`config.mk`:
```
export PLATFORM = sky130hd
export DESIGN_NAME = ps2_key_tracker
export DESIGN_NICKNAME = d
export VERILOG_FILES = /design/src/rtl/ps2_key_tracker_pkg.sv /design/src/rtl/ps2_rx_frame.sv /design/src/rtl/ps2_key_tracker.sv
export SDC_FILE = /design/constraint.sdc
export NUM_CORES = 1
export LEC_CHECK = 0
export BUFFER_PORTS_ARGS = -buffer_cell sky130_fd_sc_hd__buf_2
export CAP_MARGIN = 20
export CORE_MARGIN = 2
export CORE_UTILIZATION = 49
export CTS_CLUSTER_DIAMETER = 100
export DETAILED_ROUTE_END_ITERATION = 7
export HOLD_SLACK_MARGIN = 0.1
export PLACE_DENSITY = 0.67
export SLEW_MARGIN = 20
export SYNTH_ARGS = -nofsm -noshare
export SYNTH_HDL_FRONTEND = slang
export SYNTH_SLANG_ARGS = --single-unit
```
`constraint.sdc`:
```
create_clock -name clk -period 3.9 [get_ports clk]
set_clock_uncertainty 0.05 [all_clocks]
set_input_delay 0.195 -clock clk [delete_from_list [all_inputs] [get_ports clk]]
set_output_delay 0.195 -clock clk [all_outputs]
set_load 0.03 [all_outputs]
```
`src/rtl/ps2_key_tracker_pkg.sv`:
```
// ----------------------------------------------------------------------------
// ps2_key_tracker_pkg
//   Shared definitions for the PS/2 key tracker: keyboard scancode constants,
//   the prefix-decoder state type and a small classification helper.
// ----------------------------------------------------------------------------
package ps2_key_tracker_pkg;

  // Scancode set 2 prefixes and the two shift keys.
  localparam logic [7:0] SC_BREAK  = 8'hF0;
  localparam logic [7:0] SC_EXT    = 8'hE0;
  localparam logic [7:0] SC_LSHIFT = 8'h12;
  localparam logic [7:0] SC_RSHIFT = 8'h59;

  // Index of the stop bit within a frame (start, 8 data, parity, stop).
  localparam logic [3:0] STOP_BIT_IDX = 4'd10;

  // Prefix decoder: which prefixes (E0 and/or F0) preceded the next byte.
  typedef enum logic [1:0] {
    IDLE    = 2'd0,
    EXT     = 2'd1,
    BRK     = 2'd2,
    EXT_BRK = 2'd3
  } dec_state_e;

  // Only the non-extended codes 12/59 are the physical shift keys.
  function automatic logic is_shift_code(input logic [7:0] code, input logic is_ext);
    return !is_ext && ((code == SC_LSHIFT) || (code == SC_RSHIFT));
  endfunction

endpackage

```
`src/rtl/ps2_rx_frame.sv`:
```
// ----------------------------------------------------------------------------
// ps2_rx_frame
//   Synchronises the raw PS/2 clock/data lines, deframes 11-bit frames
//   (start, 8 data LSB first, odd parity, stop) and discards partial frames
//   after a period of bus inactivity.
//
//   Build option: PS2_PARITY_CHECK_EN -- when defined a parity mismatch
//   rejects the frame; otherwise the parity bit is ignored.
//
//   Ports
//     clk        system clock
//     clrn       asynchronous active-low reset
//     ps2_clk    raw PS/2 clock (asynchronous)
//     ps2_data   raw PS/2 data  (asynchronous)
//     rx_byte    last accepted data byte
//     byte_ok    one-cycle pulse: rx_byte is new
//     frame_err  one-cycle pulse: bad start/stop/parity or timeout
// ----------------------------------------------------------------------------
module ps2_rx_frame
  import ps2_key_tracker_pkg::*;
#(
  parameter int TIMEOUT_CYCLES = 50000,
  parameter int CNT_W          = 16
) (
  input  logic       clk,
  input  logic       clrn,
  input  logic       ps2_clk,
  input  logic       ps2_data,
  output logic [7:0] rx_byte,
  output logic       byte_ok,
  output logic       frame_err
);

`ifdef PS2_PARITY_CHECK_EN
  localparam logic PARITY_EN = 1'b1;
`else
  localparam logic PARITY_EN = 1'b0;
`endif

  localparam logic [CNT_W-1:0] TMO_LAST = CNT_W'(TIMEOUT_CYCLES - 1);

  logic [2:0]       clk_sync_q;
  logic [1:0]       data_sync_q;
  logic [3:0]       bit_cnt_q,  bit_cnt_d;
  logic [9:0]       shreg_q,    shreg_d;
  logic [CNT_W-1:0] tmo_q,      tmo_d;
  logic [7:0]       byte_q,     byte_d;
  logic             byte_ok_q,  byte_ok_d;
  logic             err_q,      err_d;

  logic ps2_fall;
  logic data_bit;
  logic start_ok;
  logic stop_ok;
  logic parity_ok;

  assign ps2_fall = (clk_sync_q[2:1] == 2'b10);
  assign data_bit = data_sync_q[1];

  // After ten shifts: [0] start, [8:1] data, [9] parity; the stop bit is
  // the one being sampled right now.
  assign start_ok  = ~shreg_q[0];
  assign stop_ok   = data_bit;
  assign parity_ok = ~PARITY_EN | (^shreg_q[9:1]);

  always_comb begin
    // NOTE: every next-state signal gets its default first, so no path can
    // leave one unassigned and infer a latch.
    bit_cnt_d = bit_cnt_q;
    shreg_d   = shreg_q;
    tmo_d     = tmo_q;
    byte_d    = byte_q;
    byte_ok_d = 1'b0;
    err_d     = 1'b0;

    if (ps2_fall) begin
      // Any edge restarts the inactivity window, even one that coincides
      // with the timeout.
      tmo_d = '0;
      if (bit_cnt_q == STOP_BIT_IDX) begin
        bit_cnt_d = '0;
        if (start_ok && stop_ok && parity_ok) begin
          byte_ok_d = 1'b1;
          byte_d    = shreg_q[8:1];
        end else begin
          err_d = 1'b1;
        end
      end else begin
        shreg_d   = {data_bit, shreg_q[9:1]};
        bit_cnt_d = bit_cnt_q + 4'd1;
      end
    end else if (bit_cnt_q != '0) begin
      if (tmo_q == TMO_LAST) begin
        tmo_d     = '0;
        bit_cnt_d = '0;
        err_d     = 1'b1;
      end else begin
        tmo_d = tmo_q + CNT_W'(1);
      end
    end else begin
      tmo_d = '0;
    end
  end

  // NOTE: sequential state is updated with non-blocking assignments only, so
  // every flop samples the pre-edge values regardless of statement order.
  always_ff @(posedge clk or negedge clrn) begin
    if (!clrn) begin
      // Synchronisers reset to the idle-high bus level so release of reset
      // can never look like a falling edge.
      clk_sync_q  <= 3'b111;
      data_sync_q <= 2'b11;
      bit_cnt_q   <= '0;
      shreg_q     <= '0;
      tmo_q       <= '0;
      byte_q      <= '0;
      byte_ok_q   <= 1'b0;
      err_q       <= 1'b0;
    end else begin
      clk_sync_q  <= {clk_sync_q[1:0], ps2_clk};
      data_sync_q <= {data_sync_q[0], ps2_data};
      bit_cnt_q   <= bit_cnt_d;
      shreg_q     <= shreg_d;
      tmo_q       <= tmo_d;
      byte_q      <= byte_d;
      byte_ok_q   <= byte_ok_d;
      err_q       <= err_d;
    end
  end

  assign rx_byte   = byte_q;
  assign byte_ok   = byte_ok_q;
  assign frame_err = err_q;

endmodule

```
`src/rtl/ps2_key_tracker.sv`:
```
// ----------------------------------------------------------------------------
// ps2_key_tracker
//   Upstream stage of the scancode-to-ASCII converter. Receives PS/2 bytes,
//   strips E0/F0 prefixes, tracks both shift keys, suppresses typematic
//   repeats and presents the most recently pressed key plus a shift level.
//
//   Build option: PS2_PARITY_CHECK_EN (see ps2_rx_frame) enables rejection
//   of frames with a parity mismatch.
//
//   Ports
//     clk          system clock
//     clrn         asynchronous active-low reset
//     ps2_clk      raw PS/2 clock
//     ps2_data     raw PS/2 data
//     scancode     make code of the last reported key
//     shift        left or right shift held
//     ext          reported key was E0-prefixed
//     key_valid    one-cycle pulse per newly reported press
//     key_down     reported key still held
//     press_count  number of key_valid pulses, modulo 256
//     frame_err    one-cycle pulse on a framing error or timeout
// ----------------------------------------------------------------------------
module ps2_key_tracker
  import ps2_key_tracker_pkg::*;
#(
  parameter int TIMEOUT_CYCLES = 50000,
  parameter int CNT_W          = 16
) (
  input  logic       clk,
  input  logic       clrn,
  input  logic       ps2_clk,
  input  logic       ps2_data,
  output logic [7:0] scancode,
  output logic       shift,
  output logic       ext,
  output logic       key_valid,
  output logic       key_down,
  output logic [7:0] press_count,
  output logic       frame_err
);

  logic [7:0] rx_byte;
  logic       rx_ok;
  logic       rx_err;

  ps2_rx_frame #(
    .TIMEOUT_CYCLES (TIMEOUT_CYCLES),
    .CNT_W          (CNT_W)
  ) u_rx (
    .clk       (clk),
    .clrn      (clrn),
    .ps2_clk   (ps2_clk),
    .ps2_data  (ps2_data),
    .rx_byte   (rx_byte),
    .byte_ok   (rx_ok),
    .frame_err (rx_err)
  );

  dec_state_e state_q, state_d;
  logic       shift_l_q, shift_l_d;
  logic       shift_r_q, shift_r_d;
  logic       shift_q,   shift_d;
  logic [7:0] scancode_q, scancode_d;
  logic       ext_q,      ext_d;
  logic       key_down_q, key_down_d;
  logic       key_valid_q, key_valid_d;
  logic [7:0] press_count_q, press_count_d;

  logic ev_make;
  logic ev_break;
  logic ev_ext;
  logic held_match;

  // Prefix decoder: classifies each accepted byte as prefix, make or break.
  always_comb begin
    state_d  = state_q;
    ev_make  = 1'b0;
    ev_break = 1'b0;
    ev_ext   = 1'b0;

    if (rx_err) begin
      // A damaged frame may have been part of a prefixed sequence; drop it.
      state_d = IDLE;
    end else if (rx_ok) begin
      case (state_q)
        IDLE: begin
          if (rx_byte == SC_EXT) begin
            state_d = EXT;
          end else if (rx_byte == SC_BREAK) begin
            state_d = BRK;
          end else begin
            ev_make = 1'b1;
            state_d = IDLE;
          end
        end
        EXT: begin
          if (rx_byte == SC_BREAK) begin
            state_d = EXT_BRK;
          end else begin
            ev_make = 1'b1;
            ev_ext  = 1'b1;
            state_d = IDLE;
          end
        end
        BRK: begin
          ev_break = 1'b1;
          state_d  = IDLE;
        end
        EXT_BRK: begin
          ev_break = 1'b1;
          ev_ext   = 1'b1;
          state_d  = IDLE;
        end
        default: state_d = IDLE;
      endcase
    end
  end

  // Key tracking: shift flags, held key, repeat suppression, press counter.
  always_comb begin
    shift_l_d     = shift_l_q;
    shift_r_d     = shift_r_q;
    scancode_d    = scancode_q;
    ext_d         = ext_q;
    key_down_d    = key_down_q;
    key_valid_d   = 1'b0;
    press_count_d = press_count_q;

    held_match = key_down_q && (rx_byte == scancode_q) && (ev_ext == ext_q);

    if (ev_make) begin
      if (is_shift_code(rx_byte, ev_ext)) begin
        if (rx_byte == SC_LSHIFT) shift_l_d = 1'b1;
        else                      shift_r_d = 1'b1;
      end else if (!held_match) begin
        // A make of the key already held is a typematic repeat and is dropped.
        scancode_d    = rx_byte;
        ext_d         = ev_ext;
        key_down_d    = 1'b1;
        key_valid_d   = 1'b1;
        press_count_d = press_count_q + 8'd1;
      end
    end

    if (ev_break) begin
      if (is_shift_code(rx_byte, ev_ext)) begin
        if (rx_byte == SC_LSHIFT) shift_l_d = 1'b0;
        else                      shift_r_d = 1'b0;
      end else if (held_match) begin
        key_down_d = 1'b0;
      end
    end

    shift_d = shift_l_d | shift_r_d;
  end

  always_ff @(posedge clk or negedge clrn) begin
    if (!clrn) begin
      state_q       <= IDLE;
      shift_l_q     <= 1'b0;
      shift_r_q     <= 1'b0;
      shift_q       <= 1'b0;
      scancode_q    <= '0;
      ext_q         <= 1'b0;
      key_down_q    <= 1'b0;
      key_valid_q   <= 1'b0;
      press_count_q <= '0;
    end else begin
      state_q       <= state_d;
      shift_l_q     <= shift_l_d;
      shift_r_q     <= shift_r_d;
      shift_q       <= shift_d;
      scancode_q    <= scancode_d;
      ext_q         <= ext_d;
      key_down_q    <= key_down_d;
      key_valid_q   <= key_valid_d;
      press_count_q <= press_count_d;
    end
  end

  assign scancode    = scancode_q;
  assign shift       = shift_q;
  assign ext         = ext_q;
  assign key_valid   = key_valid_q;
  assign key_down    = key_down_q;
  assign press_count = press_count_q;
  assign frame_err   = rx_err;

endmodule

```
==> run_summary.xml <==
<?xml version="1.0" encoding="UTF-8"?>
<metrics>
  <group name="detailed_routing">
    <metric name="routed_wirelength" unit="um">5240</metric>
    <metric name="detail_route.vias_per_cell" unit="">5.38</metric>
    <metric name="detail-route-antenna-nets" unit="">0</metric>
    <metric name="detailroute.via_count" unit="">2050</metric>
    <metric name="drc" unit="">0</metric>
    <metric name="drt_pre_antenna_iters" unit="">5</metric>
    <metric name="drt_iter0_markers" unit="">132</metric>
    <metric name="route.detailed.wl_per_inst" unit="um">13.8</metric>
  </group>
  <group name="finish">
    <metric name="post_route_cells_drive_above_1_share" unit="%">26.6</metric>
    <metric name="synth_to_layout_area_growth" unit="%">13.9</metric>
    <metric name="layout.cells.non_filler" unit="">381</metric>
    <metric name="nNetsFinal" unit="">309</metric>
    <metric name="num_antenna_cells" unit="">0</metric>
  </group>
  <group name="setup_path">
    <metric name="timing.critical_path.from_type" unit="">register</metric>
    <metric name="crit_slowest_cell" unit="">a211oi_4</metric>
    <metric name="crit_chain" unit="">nor4b_4, a31o_2, nor4_2, a211oi_4, mux2_2</metric>
    <metric name="worst_path_largest_cell_delay" unit="ps">700</metric>
    <metric name="critPathCaptureType" unit="">register</metric>
    <metric name="critPathBufInv" unit="">0</metric>
    <metric name="critical_path.max_fanout" unit="">17</metric>
    <metric name="ff2ff_setup_slack" unit="ps">1500</metric>
    <metric name="critPathRequiredTime" unit="ps">4060</metric>
    <metric name="timing.setup.critical_path_class" unit="">reg -&gt; reg</metric>
    <metric name="cpLargestDelayFamily" unit="">compound AO/OA/AOI/OAI gates</metric>
    <metric name="worst_ep_arrival_time" unit="ps">2570</metric>
  </group>
  <group name="sta">
    <metric name="final.hold.worst_slack" unit="ps">307</metric>
    <metric name="timing_max_transition_violations_final" unit="">0</metric>
    <metric name="final_period_minus_worst_setup_slack" unit="ps">2400</metric>
    <metric name="timing.max_slew.rel_slack" unit="%">45.0</metric>
    <metric name="transition_time_of_the_tightest_slew_check_pin" unit="ps">823</metric>
    <metric name="report.final.setup_viol" unit="">0</metric>
    <metric name="timing.fmax" unit="GHz">0.416</metric>
    <metric name="rsz_0062_raised_after_global_routing" unit="">no</metric>
    <metric name="final.period_utilization" unit="%">61.7</metric>
    <metric name="fin_ws" unit="ps">1500</metric>
    <metric name="final-hold-violation-count" unit="">0</metric>
    <metric name="fin_setup_tns" unit="ps">0</metric>
  </group>
  <group name="grt">
    <metric name="grt_max_degree" unit="">37</metric>
    <metric name="number_of_global_route_vias_before_repair" unit="">1998</metric>
    <metric name="grt_overflow" unit="">0</metric>
    <metric name="first_pass_grt_wire_length" unit="um">9320</metric>
    <metric name="antenna_found_initial" unit="">0</metric>
    <metric name="grt.total_usage" unit="%">16.6</metric>
  </group>
  <group name="logic_synthesis">
    <metric name="synth_edf_count" unit="">0</metric>
    <metric name="synth_sequential_area_ratio" unit="%">55.1</metric>
    <metric name="post_synth_xor_area_fraction" unit="%">8.08</metric>
    <metric name="synth.lib_cells_used.distinct" unit="">41</metric>
    <metric name="async_reset_ff_share" unit="%">100</metric>
    <metric name="post_synth_mux_area_share" unit="%">10.3</metric>
    <metric name="synth_top_cell_area_share" unit="%">51.0</metric>
    <metric name="netlist.top_cell.by_area" unit="">dfrtp_1</metric>
    <metric name="avgSynthCellArea" unit="sq um">11.8</metric>
    <metric name="synth-adder-area-share" unit="%">1.99</metric>
    <metric name="postSynth.topFlopCell" unit="">dfrtp_1</metric>
    <metric name="ys.warnings.count" unit="">0</metric>
    <metric name="synth-simple-area-share" unit="%">16.8</metric>
    <metric name="dominant_combinational_cell_family_by_area_after_synthesis" unit="">simple AND/OR/NAND/NOR gates</metric>
    <metric name="synth_commonest_cells" unit="">64 x dfrtp_1, 30 x nor2_1, 26 x mux2_2</metric>
    <metric name="synthesis.nets" unit="">275</metric>
    <metric name="synth.most_common_cell" unit="">dfrtp_1</metric>
    <metric name="ys_seq_elements" unit="">69</metric>
    <metric name="synth_compound_gate_area_share" unit="%">6.05</metric>
    <metric name="netlist_instances" unit="">266</metric>
    <metric name="yosys-top-cells-area" unit="">dfrtp_1 51%, mux2_2 9.3%, xnor2_1 5.9%</metric>
    <metric name="synthesis.area" unit="sq um">3140</metric>
  </group>
  <group name="worst_hold_path">
    <metric name="hold_class" unit="">reg -&gt; reg</metric>
  </group>
  <group name="status">
    <metric name="run_status" unit="">complete, no violations</metric>
  </group>
  <group name="die">
    <metric name="initial_core_utilization" unit="%">50.1</metric>
    <metric name="row_count" unit="">29</metric>
    <metric name="floorplan.die.height" unit="um">84.1</metric>
    <metric name="chipWidth" unit="um">84.1</metric>
    <metric name="floorplan.die_area" unit="sq um">7070</metric>
    <metric name="io_pins" unit="">25</metric>
    <metric name="core_area" unit="sq um">6280</metric>
  </group>
  <group name="power_and_ir_drop">
    <metric name="total_switching_power" unit="W">0.000404</metric>
    <metric name="report.power.total" unit="W">0.00165</metric>
    <metric name="power_report.internal_total" unit="W">0.00124</metric>
    <metric name="share_clk_of_total_power" unit="%">37.9</metric>
    <metric name="comb_power_share" unit="%">9.9</metric>
    <metric name="swShare" unit="%">24.5</metric>
    <metric name="max-vdd-ir-drop" unit="V">0.000252</metric>
    <metric name="power_leakage" unit="nW">1.66</metric>
    <metric name="sequentialPowerShare" unit="%">52.2</metric>
    <metric name="power.density_cell_area" unit="nW/um^2">460</metric>
  </group>
  <group name="placement">
    <metric name="post_placement_cell_count" unit="">363</metric>
    <metric name="place.port_buffers" unit="">24</metric>
    <metric name="dp_hpwl" unit="um">3660</metric>
    <metric name="pre_cts_ws" unit="ps">1490</metric>
    <metric name="place_congestion" unit="">0.843</metric>
  </group>
  <group name="clock_tree">
    <metric name="clockRootBuffer" unit="">clkbuf_8</metric>
    <metric name="cts-htree-levels" unit="">3</metric>
    <metric name="number_of_clock_buffers_inserted_by_tritoncts" unit="">9</metric>
    <metric name="post-cts-setup-buffer-count" unit="">0</metric>
    <metric name="post_cts_resized" unit="">0</metric>
    <metric name="cts.clk_slew.worst_paths" unit="ps">70</metric>
    <metric name="cts_buffer_depth" unit="">2</metric>
    <metric name="worst_skew_pair.late_latency" unit="ps">330</metric>
    <metric name="cts_tree" unit="">yes</metric>
    <metric name="tritoncts_num_sinks" unit="">69</metric>
  </group>
  <group name="job">
    <metric name="max-cap-violations" unit="">0</metric>
  </group>
</metrics>
[layer usage]
layer | up-vias | track usage, % | share of wire (%)
met5 | - | 0 | 0
met4 | 0 | 9.24 | 1.3
li1 | 1013 | - | -
met1 | 997 | 22.8 | 51
met3 | 6 | 3.36 | 3.2
met2 | 34 | 24.7 | 45
[worst register-to-register path, cell delays in order, from the launching register on]
cell      delay (ps)
dfrtp_1          470
nor4b_4          360
a31o_2           230
nor4_2            60
a211oi_4         700
mux2_2           410
[area by class of cell]
cell class,count,area [sq um]
Timing Repair Buffer,28,158
Clock inverter,4,72.6
Tap cell,77,96.3
Sequential cell,69,1730
Clock buffer,11,141
Fill cell,534,2700
Inverter,6,22.5
Multi-Input combinational cell,186,1360
[cells in the final DEF (no fill, tap or decap), drive strengths merged, types with 2 or more instances in the layout]
master / count
xor2: 8
nor2b: 2
dlygate4sd3: 3
o21ai: 9
a211oi: 2
buf: 25
dfrtp: 64
nor2: 30
nor4: 3
nor3b: 2
nand3: 11
a31oi: 2
xnor2: 21
nand4: 9
a21oi: 9
nor4b: 2
nor3: 2
dfstp: 5
and3: 5
nand3b: 2
clkbuf: 11
bufinv: 2
ha: 5
or4b: 4
nand2: 18
mux2: 28
inv: 6
nand4b: 4
[power by group through the flow]
stage | Sequential (W) | Clock (W) | Combinational, W
2_1_floorplan | 0.000855 | 0 | 0.000125
3_3_place_gp | 0.000869 | 0 | 0.000162
3_5_place_dp | 0.000874 | 0 | 0.000165
4_1_cts | 0.000860 | 0.000646 | 0.000168
5_1_grt | 0.000873 | 0.000680 | 0.000188
6_report | 0.000860 | 0.000624 | 0.000163
[cells by family after synthesis]
| group | Yosys count |
|---|---|
| AO/OA/AOI/OAI | 28 |
| XOR/XNOR | 29 |
| adder cells (fa/ha/maj) | 5 |
| buffers and inverters | 11 |
| flip-flops | 69 |
| multiplexers | 28 |
| AND/OR/NAND/NOR | 96 |
[stage by stage]
stage / util [%] / area [sq um]
after CTS: 57.0 / 3580
after floorplan: - / 3140
after detailed placement: 53.1 / 3340
after global routing: 57.0 / 3580
final: 57.0 / 3580
after global placement: 53.1 / 3340
[worst paths after layout]
| path | start | to | cells after the start |
|---|---|---|---|
| min in group asynchronous | clrn | press_count[3] | 2 |
| worst max-delay path | u_rx.rx_byte[1] | scancode[1] | 5 |
| worst min register to register | u_rx.clk_sync_q[0] | u_rx.clk_sync_q[1] | 0 |
| max in group asynchronous | clrn | u_rx.data_sync_q[0] | 3 |
| worst max register to register | u_rx.rx_byte[1] | scancode[1] | 5 |
| worst min-delay path | u_rx.clk_sync_q[0] | u_rx.clk_sync_q[1] | 0 |
[flip-flops by register name, indices dropped and copies added, names as in the netlist]
signal	count
shift	1
u_rx.data_sync_q	2
u_rx.byte_ok	1
u_rx.tmo_q	16
shift_l_q	1
state_q	2
scancode	8
u_rx.rx_byte	8
u_rx.shreg_q	10
u_rx.clk_sync_q	3
press_count	8
key_down	1
shift_r_q	1
u_rx.bit_cnt_q	4
key_valid	1
u_rx.frame_err	1
ext	1
[repair_timing]
item / 4_1_cts / 5_1_grt
hold buffers: 3 / 0
endpoints found under the setup margin: 0 / 0
hold endpoints to repair: 32 / 0
Note: power is estimated with default switching activity, not from simulation.
